[src/rtl/mem_stage_pkg.sv]
`default_nettype none
// ============================================================================
//  Module      : mem_stage_pkg
//  Description : Shared ALU op encodings, M-stage FSM state type and helper
//                decode functions for the pipeline memory stage.
//  Revision    : 1.0 - initial release
// ============================================================================
package mem_stage_pkg;

    // 6-bit ALU op encoding shared with execute
    localparam logic [5:0] c_OP_ADD = 6'b000000;
    localparam logic [5:0] c_OP_LW  = 6'b010011;
    localparam logic [5:0] c_OP_SW  = 6'b010100;
    localparam logic [5:0] c_OP_LB  = 6'b010101;
    localparam logic [5:0] c_OP_LUI = 6'b010110;
    localparam logic [5:0] c_OP_SB  = 6'b010111;
    localparam logic [5:0] c_OP_LBU = 6'b011000;

    // M-stage FSM encoding
    typedef enum logic [0:0] {
        S_IDLE   = 1'b0,
        S_ACCESS = 1'b1
    } state_e;

    // Any op that touches data memory
    function automatic logic is_mem_op(input logic [5:0] op);
        return (op == c_OP_LW) || (op == c_OP_SW) || (op == c_OP_LB) ||
               (op == c_OP_LBU) || (op == c_OP_SB);
    endfunction

    // Word-sized accesses, which must be 4-byte aligned
    function automatic logic is_word_op(input logic [5:0] op);
        return (op == c_OP_LW) || (op == c_OP_SW);
    endfunction

    // Byte-sized accesses, which use a single byte lane
    function automatic logic is_byte_op(input logic [5:0] op);
        return (op == c_OP_LB) || (op == c_OP_LBU) || (op == c_OP_SB);
    endfunction

endpackage : mem_stage_pkg
`default_nettype wire

[src/rtl/mem_stage_load_align.sv]
`default_nettype none
// ============================================================================
//  Module      : load_align
//  Description : Selects the addressed byte of a big-endian memory word and
//                sign/zero-extends it for LB/LBU; LW passes the word through.
//  Revision    : 1.0 - initial release
// ============================================================================
module load_align
    import mem_stage_pkg::*;
(
    input  logic [31:0] i_rdata,
    input  logic [1:0]  i_offset,
    input  logic [5:0]  i_op,
    output logic [31:0] o_data
);

    logic [7:0] w_byte;

    // Byte lane select: offset 0 is the most significant byte
    always_comb begin
        w_byte = i_rdata[31:24];
        case (i_offset)
            2'd0:    w_byte = i_rdata[31:24];
            2'd1:    w_byte = i_rdata[23:16];
            2'd2:    w_byte = i_rdata[15:8];
            default: w_byte = i_rdata[7:0];
        endcase
    end

    // Extension according to load type
    always_comb begin
        o_data = i_rdata;
        if (i_op == c_OP_LB) begin
            o_data = {{24{w_byte[7]}}, w_byte};
        end else if (i_op == c_OP_LBU) begin
            o_data = {24'd0, w_byte};
        end
    end

endmodule : load_align
`default_nettype wire

[src/rtl/mem_stage.sv]
`default_nettype none
// ============================================================================
//  Module      : mem_stage
//  Description : Pipeline memory stage. Holds the X/M payload, runs the
//                data-memory req/ready handshake with byte lanes, produces
//                writeback data and the MX bypass, and stalls upstream while
//                an access is outstanding.
//  Revision    : 1.0 - initial release
// ============================================================================
module mem_stage
    import mem_stage_pkg::*;
#(
    parameter int TIMEOUT = 16
)(
    input  logic        clock,
    input  logic        resetn,
    input  logic        x_valid,
    input  logic [31:0] x_aluout,
    input  logic [31:0] x_rbout,
    input  logic [5:0]  x_aluop,
    input  logic        x_dmwe,
    input  logic        x_rwe,
    input  logic        x_rwd,
    input  logic [4:0]  x_rdst,
    output logic        stall,
    output logic        dm_req,
    output logic        dm_we,
    output logic [31:0] dm_addr,
    output logic [3:0]  dm_be,
    output logic [31:0] dm_wdata,
    input  logic [31:0] dm_rdata,
    input  logic        dm_ready,
    output logic [31:0] mx_bypass,
    output logic [4:0]  m_rdst,
    output logic        m_rwe,
    output logic        wb_valid,
    output logic [31:0] wb_data,
    output logic [4:0]  wb_rdst,
    output logic        wb_rwe,
    output logic        misalign,
    output logic        bus_err
);

    localparam int              c_CW       = (TIMEOUT > 1) ? $clog2(TIMEOUT) : 1;
    localparam logic [c_CW-1:0] c_CNT_LAST = c_CW'((TIMEOUT > 0) ? (TIMEOUT - 1) : 0);

    // M register
    logic        r_m_valid;
    logic [31:0] r_m_aluout;
    logic [31:0] r_m_rbout;
    logic [5:0]  r_m_aluop;
    logic        r_m_dmwe;
    logic        r_m_rwe;
    logic        r_m_rwd;
    logic [4:0]  r_m_rdst;

    state_e          r_state;
    state_e          w_state_nxt;
    logic [c_CW-1:0] r_cnt;

    logic        r_wb_valid;
    logic [31:0] r_wb_data;
    logic [4:0]  r_wb_rdst;
    logic        r_wb_rwe;
    logic        r_misalign;
    logic        r_bus_err;

    logic        w_stall;
    logic        w_timeout;
    logic        w_x_access;
    logic        w_m_misal;
    logic        w_m_done;
    logic [31:0] w_load_data;

    // Incoming insn will need a real bus access (aligned mem op)
    assign w_x_access = x_valid && is_mem_op(x_aluop) &&
                        !(is_word_op(x_aluop) && (x_aluout[1:0] != 2'b00));

    // Registered insn is a misaligned word access; it retires without a bus cycle
    assign w_m_misal = r_m_valid && is_word_op(r_m_aluop) && (r_m_aluout[1:0] != 2'b00);

    // Last permitted ACCESS cycle passed without ready; ready on the same cycle wins
    assign w_timeout = (TIMEOUT != 0) && (r_state == S_ACCESS) && !dm_ready &&
                       (r_cnt == c_CNT_LAST);

    assign w_stall  = (r_state == S_ACCESS) && !dm_ready && !w_timeout;
    assign w_m_done = r_m_valid && ((r_state == S_IDLE) || dm_ready || w_timeout);

    // M register: advances whenever the stage is not stalled
    always_ff @(posedge clock) begin
        if (!resetn) begin
            r_m_valid  <= 1'b0;
            r_m_aluout <= 32'd0;
            r_m_rbout  <= 32'd0;
            r_m_aluop  <= 6'd0;
            r_m_dmwe   <= 1'b0;
            r_m_rwe    <= 1'b0;
            r_m_rwd    <= 1'b0;
            r_m_rdst   <= 5'd0;
        end else if (!w_stall) begin
            r_m_valid  <= x_valid;
            r_m_aluout <= x_aluout;
            r_m_rbout  <= x_rbout;
            r_m_aluop  <= x_aluop;
            r_m_dmwe   <= x_dmwe;
            r_m_rwe    <= x_rwe;
            r_m_rwd    <= x_rwd;
            r_m_rdst   <= x_rdst;
        end
    end

    // FSM state register
    always_ff @(posedge clock) begin
        if (!resetn) begin
            r_state <= S_IDLE;
        end else begin
            r_state <= w_state_nxt;
        end
    end

    // Next state: ACCESS is entered in the same edge that registers the mem op,
    // so a ready in the first ACCESS cycle gives zero extra latency
    always_comb begin
        w_state_nxt = r_state;
        case (r_state)
            S_IDLE: begin
                if (w_x_access) begin
                    w_state_nxt = S_ACCESS;
                end
            end
            S_ACCESS: begin
                if (!w_stall) begin
                    w_state_nxt = w_x_access ? S_ACCESS : S_IDLE;
                end
            end
            default: w_state_nxt = S_IDLE;
        endcase
    end

    // Memory port driven from the held M register for the whole ACCESS period
    always_comb begin
        dm_req   = 1'b0;
        dm_we    = 1'b0;
        dm_addr  = 32'd0;
        dm_be    = 4'b0000;
        dm_wdata = 32'd0;
        if (r_state == S_ACCESS) begin
            dm_req   = 1'b1;
            dm_we    = r_m_dmwe;
            dm_addr  = {r_m_aluout[31:2], 2'b00};
            dm_be    = is_byte_op(r_m_aluop) ? (4'b1000 >> r_m_aluout[1:0]) : 4'b1111;
            dm_wdata = is_byte_op(r_m_aluop) ? {4{r_m_rbout[7:0]}} : r_m_rbout;
        end
    end

    // ACCESS cycle counter, restarted on every entry into ACCESS
    always_ff @(posedge clock) begin
        if (!resetn) begin
            r_cnt <= '0;
        end else if (!w_stall && w_x_access) begin
            r_cnt <= '0;
        end else if (r_state == S_ACCESS) begin
            r_cnt <= r_cnt + 1'b1;
        end
    end

    load_align u_load_align (
        .i_rdata  (dm_rdata),
        .i_offset (r_m_aluout[1:0]),
        .i_op     (r_m_aluop),
        .o_data   (w_load_data)
    );

    // Writeback register: one pulse per completed insn
    always_ff @(posedge clock) begin
        if (!resetn) begin
            r_wb_valid <= 1'b0;
            r_wb_data  <= 32'd0;
            r_wb_rdst  <= 5'd0;
            r_wb_rwe   <= 1'b0;
        end else begin
            r_wb_valid <= w_m_done;
            if (w_m_done) begin
                r_wb_data <= r_m_rwd ? w_load_data : r_m_aluout;
                r_wb_rdst <= r_m_rdst;
                r_wb_rwe  <= r_m_rwe && !w_m_misal && !w_timeout;
            end else begin
                r_wb_rwe  <= 1'b0;
            end
        end
    end

    // Sticky error flags, cleared only by reset
    always_ff @(posedge clock) begin
        if (!resetn) begin
            r_misalign <= 1'b0;
            r_bus_err  <= 1'b0;
        end else begin
            if (w_m_misal) begin
                r_misalign <= 1'b1;
            end
            if (w_timeout) begin
                r_bus_err <= 1'b1;
            end
        end
    end

    assign stall     = w_stall;
    assign mx_bypass = r_m_aluout;
    assign m_rdst    = r_m_rdst;
    assign m_rwe     = r_m_valid && r_m_rwe;
    assign wb_valid  = r_wb_valid;
    assign wb_data   = r_wb_data;
    assign wb_rdst   = r_wb_rdst;
    assign wb_rwe    = r_wb_rwe;
    assign misalign  = r_misalign;
    assign bus_err   = r_bus_err;

endmodule : mem_stage
`default_nettype wire

[config.mk]
export PLATFORM = sky130hd
export DESIGN_NAME = mem_stage
export DESIGN_NICKNAME = d
export VERILOG_FILES = /design/src/rtl/mem_stage_pkg.sv /design/src/rtl/mem_stage_load_align.sv /design/src/rtl/mem_stage.sv
export SDC_FILE = /design/constraint.sdc
export NUM_CORES = 1
export LEC_CHECK = 0
export CAP_MARGIN = 20
export CORE_MARGIN = 2
export CORE_UTILIZATION = 42
export CTS_BUF_LIST = sky130_fd_sc_hd__clkbuf_4 sky130_fd_sc_hd__clkbuf_8 sky130_fd_sc_hd__clkbuf_16
export CTS_CLUSTER_SIZE = 28
export DETAILED_ROUTE_END_ITERATION = 12
export MAX_ROUTING_LAYER = met4
export PLACE_DENSITY_LB_ADDON = 0.2
export SYNTH_ARGS = -nofsm -noshare
export SYNTH_HDL_FRONTEND = slang
export SYNTH_SLANG_ARGS = --single-unit
[constraint.sdc]
create_clock -name clock -period 1.8 [get_ports clock]
set_input_delay 0.27 -clock clock [delete_from_list [all_inputs] [get_ports clock]]
set_output_delay 0.27 -clock clock [all_outputs]
set_load 0.01 [all_outputs]
==> flow_metrics.py <==
metrics = {
    "clock_tree": {
        "h-tree-depth": 4,
        "cts_max_path_buffers": 2,
        "clock_latency_ps": 420,
        "tritoncts": "done",
        "numCtsBuffers": 17,
        "cts-root-buf": "clkbuf_16",
        "cts.clk_slew.worst_paths_ps": 50,
        "clock_sinks": 125,
    },
    "critical_path": {
        "end_kind": "output port",
        "cp_max_fo": 7,
        "crit_path_frequent_cell": "buf_6",
        "crit_path_start_kind": "flop",
        "reg2reg_depth": 8,
        "rr_startpoint": "r_state",
        "cp_num_buf_inv": 5,
        "worstPathRequired_ps": 1530,
        "cp.arrival_ps": 1990,
        "cp_slowest_cell": "dfxtp_2",
        "cp_slowest_stage_delay_ps": 340,
        "reg2reg_to": "wb_data[21]",
        "critPathTopFamily": "buffers and inverters",
        "path_cells": "buf_6, and3b_2, o21ai_4, buf_6, buf_12, buf_16, nand2_2, a21boi_2, buf_2",
        "r2r_setup_slack_ps": 40,
        "crit_type": "flop to output port",
    },
    "power": {
        "peakVddDrop_mv": 0.6104,
        "p_switching_mw": 1.842,
        "clockPowerShare_pct": 43.8,
        "power-per-cell-area_nw_per_um2": 739.8,
        "power.share.switching_pct": 24.69,
        "combPwrFrac_pct": 15.5,
        "seq_power_share_pct": 40.7,
        "total_power_mw": 7.460,
        "p_int_mw": 5.618,
        "power.leakage_nw": 4.262,
    },
    "synthesis": {
        "synth.ff_latch_count": 125,
        "synth_area_sq_um": 5933,
        "synthFlopType": "dfxtp_1",
        "async_flop_share_pct": 0,
        "synth_edf_count": 0,
        "yosysWarnings": 0,
        "synth_area_leader_cell": "dfxtp_1",
        "yosysSeqAreaShare_pct": 42.18,
        "avgSynthCellArea_sq_um": 7.859,
        "synthCells": 755,
        "yosys.cell_types.count": 48,
        "synth.top_cell.area_share_pct": 42.18,
        "synthTopCellsByArea": "dfxtp_1, nand2_1, a21oi_1",
    },
    "timing": {
        "setup-tns-final_ps": -10650,
        "rsz0062_at_grt": "true",
        "skew_ps": 5.070,
        "fin_ws_ps": -457.2,
        "finalMaxSlewViolations": 0,
        "max_freq_ghz": 0.4430,
        "period_share_pct": 125.4,
        "finalHoldViolations": 0,
        "fin_crit_ps": 2257,
        "setup_violations": 28,
    },
    "placed_design": {
        "dpl.hpwl_um": 15610,
        "place_area_sq_um": 9111,
        "gp_congestion": 0.8362,
        "portBuffers": 261,
    },
    "min_path": {
        "hold_path_class": "input port to flop",
        "hold_start": "x_rbout[1]",
        "hold_depth": 3,
        "hold_end": "r_m_rbout[1]",
    },
    "run_status": {
        "status": "complete, but fails checks",
        "violations": "setup timing",
    },
    "layout": {
        "areaGrowthSynthToFinish_pct": 69.95,
        "final_cell_mix": "nand2_1, clkdlybuf4s50_1, dfxtp_1",
        "postLayoutCellArea_sq_um": 10080,
        "fin_nets": 1164,
        "final_util_pct": 72.93,
        "final_common_cell": "nand2_1",
        "drive_gt1_share_pct": 21.75,
        "nFillCells": 1090,
        "diodes": 0,
    },
    "floorplanning": {
        "die_area_sq_um": 15090,
        "rows": 43,
        "core_area_sq_um": 13830,
        "io_pins": 264,
        "start_util_pct": 42.91,
        "die_h_um": 122.9,
        "die_w_um": 122.9,
    },
    "route": {
        "routed_wl_um": 23240,
        "final_antenna_net_count": 0,
        "viasPerCell": 5.360,
        "dr.first_iter.drc_count": 437,
        "drc_errors": 0,
        "wl_per_cell_um": 18.71,
        "vias": 6657,
        "drt-pass1-iter-count": 5,
    },
    "global_routing": {
        "grt_pass1_wl_um": 33720,
        "grt.total_usage_pct": 30.14,
        "grt_max_degree": 56,
        "overflow": 0,
        "grt_pass1_vias": 6356,
        "grt_antenna_before_repair": 0,
    },
    "job": {
        "max_cap_viol_count": 0,
    },
}
==> worst max path at each step <==
stage | startpoint | end | slack (ps) | depth (start not counted)
2_1_floorplan | r_m_aluop[3] | dm_wdata[23] | 20 | 6
3_3_place_gp | r_m_aluop[0] | dm_wdata[8] | -430 | 5
3_5_place_dp | r_m_aluop[0] | dm_wdata[26] | -500 | 5
4_1_cts | r_m_aluop[0] | dm_wdata[23] | -410 | 9
5_1_grt | r_m_aluop[0] | dm_wdata[27] | -520 | 9
6_report | r_m_aluop[0] | dm_wdata[27] | -460 | 9
==> cell families (layout without fill, tap and decap cells) <==
family / after synthesis / after routing / synth area share (%)
simple gates: 346 / 346 / 25.58
compound gates: 195 / 196 / 23.43
flops: 125 / 125 / 42.18
buf+inv: 66 / 371 / 4.850
mux: 18 / 18 / 3.247
xor+xnor: 3 / 3 / 0.4429
fa+ha+maj: 1 / 1 / 0.2108
other cells: 1 / 2 / 0.06320
==> per-stage QoR <==
stage	std cells	setup slack [ps]	hold slack (ps)
finish	1242	-457.2	403.8
global route	1242	-516.1	400.0
CTS	1238	-411.3	385.2
detailed placement	1190	-500.1	444.8
floorplan	756	21.62	410.5
global placement	1190	-428.8	438.7
==> worst register-to-register path, stage by stage (launching register included) <==
cell,delay [ps]
dfxtp_4,370
buf_4,150
nor2b_4,130
buf_4,150
a21oi_4,140
buf_12,150
buf_12,120
o21ai_0,160
a221oi_4,320
==> what timing repair did <==
action | 4_1_cts | 5_1_grt
resized for setup | 241 | 56
gates cloned | 6 | 2
hold buffers | 0 | 0
setup buffers | 10 | 3
hold endpoints to repair | 0 | 0
pin swaps | 40 | 7
setup endpoints to repair | 72 | 48
==> power groups by stage <==
stage / clock (mW) / combinational (mW) / sequential, mW
6_report: 3.27 / 1.16 / 3.03
5_1_grt: 3.41 / 1.23 / 3.05
3_3_place_gp: 0 / 1.05 / 3.07
2_1_floorplan: 0 / 0.386 / 3.09
3_5_place_dp: 0 / 1.06 / 3.08
4_1_cts: 3.31 / 1.11 / 3.03
==> state kept, by name, summed over array words and instances (netlist names), 4 cells and up <==
| register | flops |
|---|---|
| m_rdst | 5 |
| wb_rdst | 5 |
| r_m_aluop | 6 |
| r_m_rbout | 32 |
| mx_bypass | 32 |
| wb_data | 32 |
| r_cnt | 4 |
==> layer usage <==
layer | up-vias | global-route usage, % | wire length (um)
li1 | 3157 | - | -
met1 | 3155 | 33.35 | 8978
met2 | 299 | 51.97 | 11800
met3 | 46 | 7.807 | 1831
met4 | 0 | 11.28 | 631
met5 | - | - | 0
==> cell type report <==
class                      count  area [sq um]  area share (%)
multi-input combinational    566          3427           33.99
timing repair buffer         336          3339           33.12
sequential                   125          2516           24.95
clock buffer                  24         496.7           4.926
tap                          180         225.2           2.234
clock inverter                 8         65.06          0.6452
inverter                       3         13.76          0.1365
==> cell usage after synthesis, drive strengths merged (5+ instances only) <==
library cell / count
nor2: 14
mux2i: 17
nand2: 252
a221oi: 24
o21a: 5
o32ai: 7
and2: 41
clkbuf: 36
o221ai: 7
a21boi: 26
buf: 27
o21ai: 28
nor2b: 19
a211o: 7
a21oi: 86
dfxtp: 125
Power figures use the tool's default switching activity.
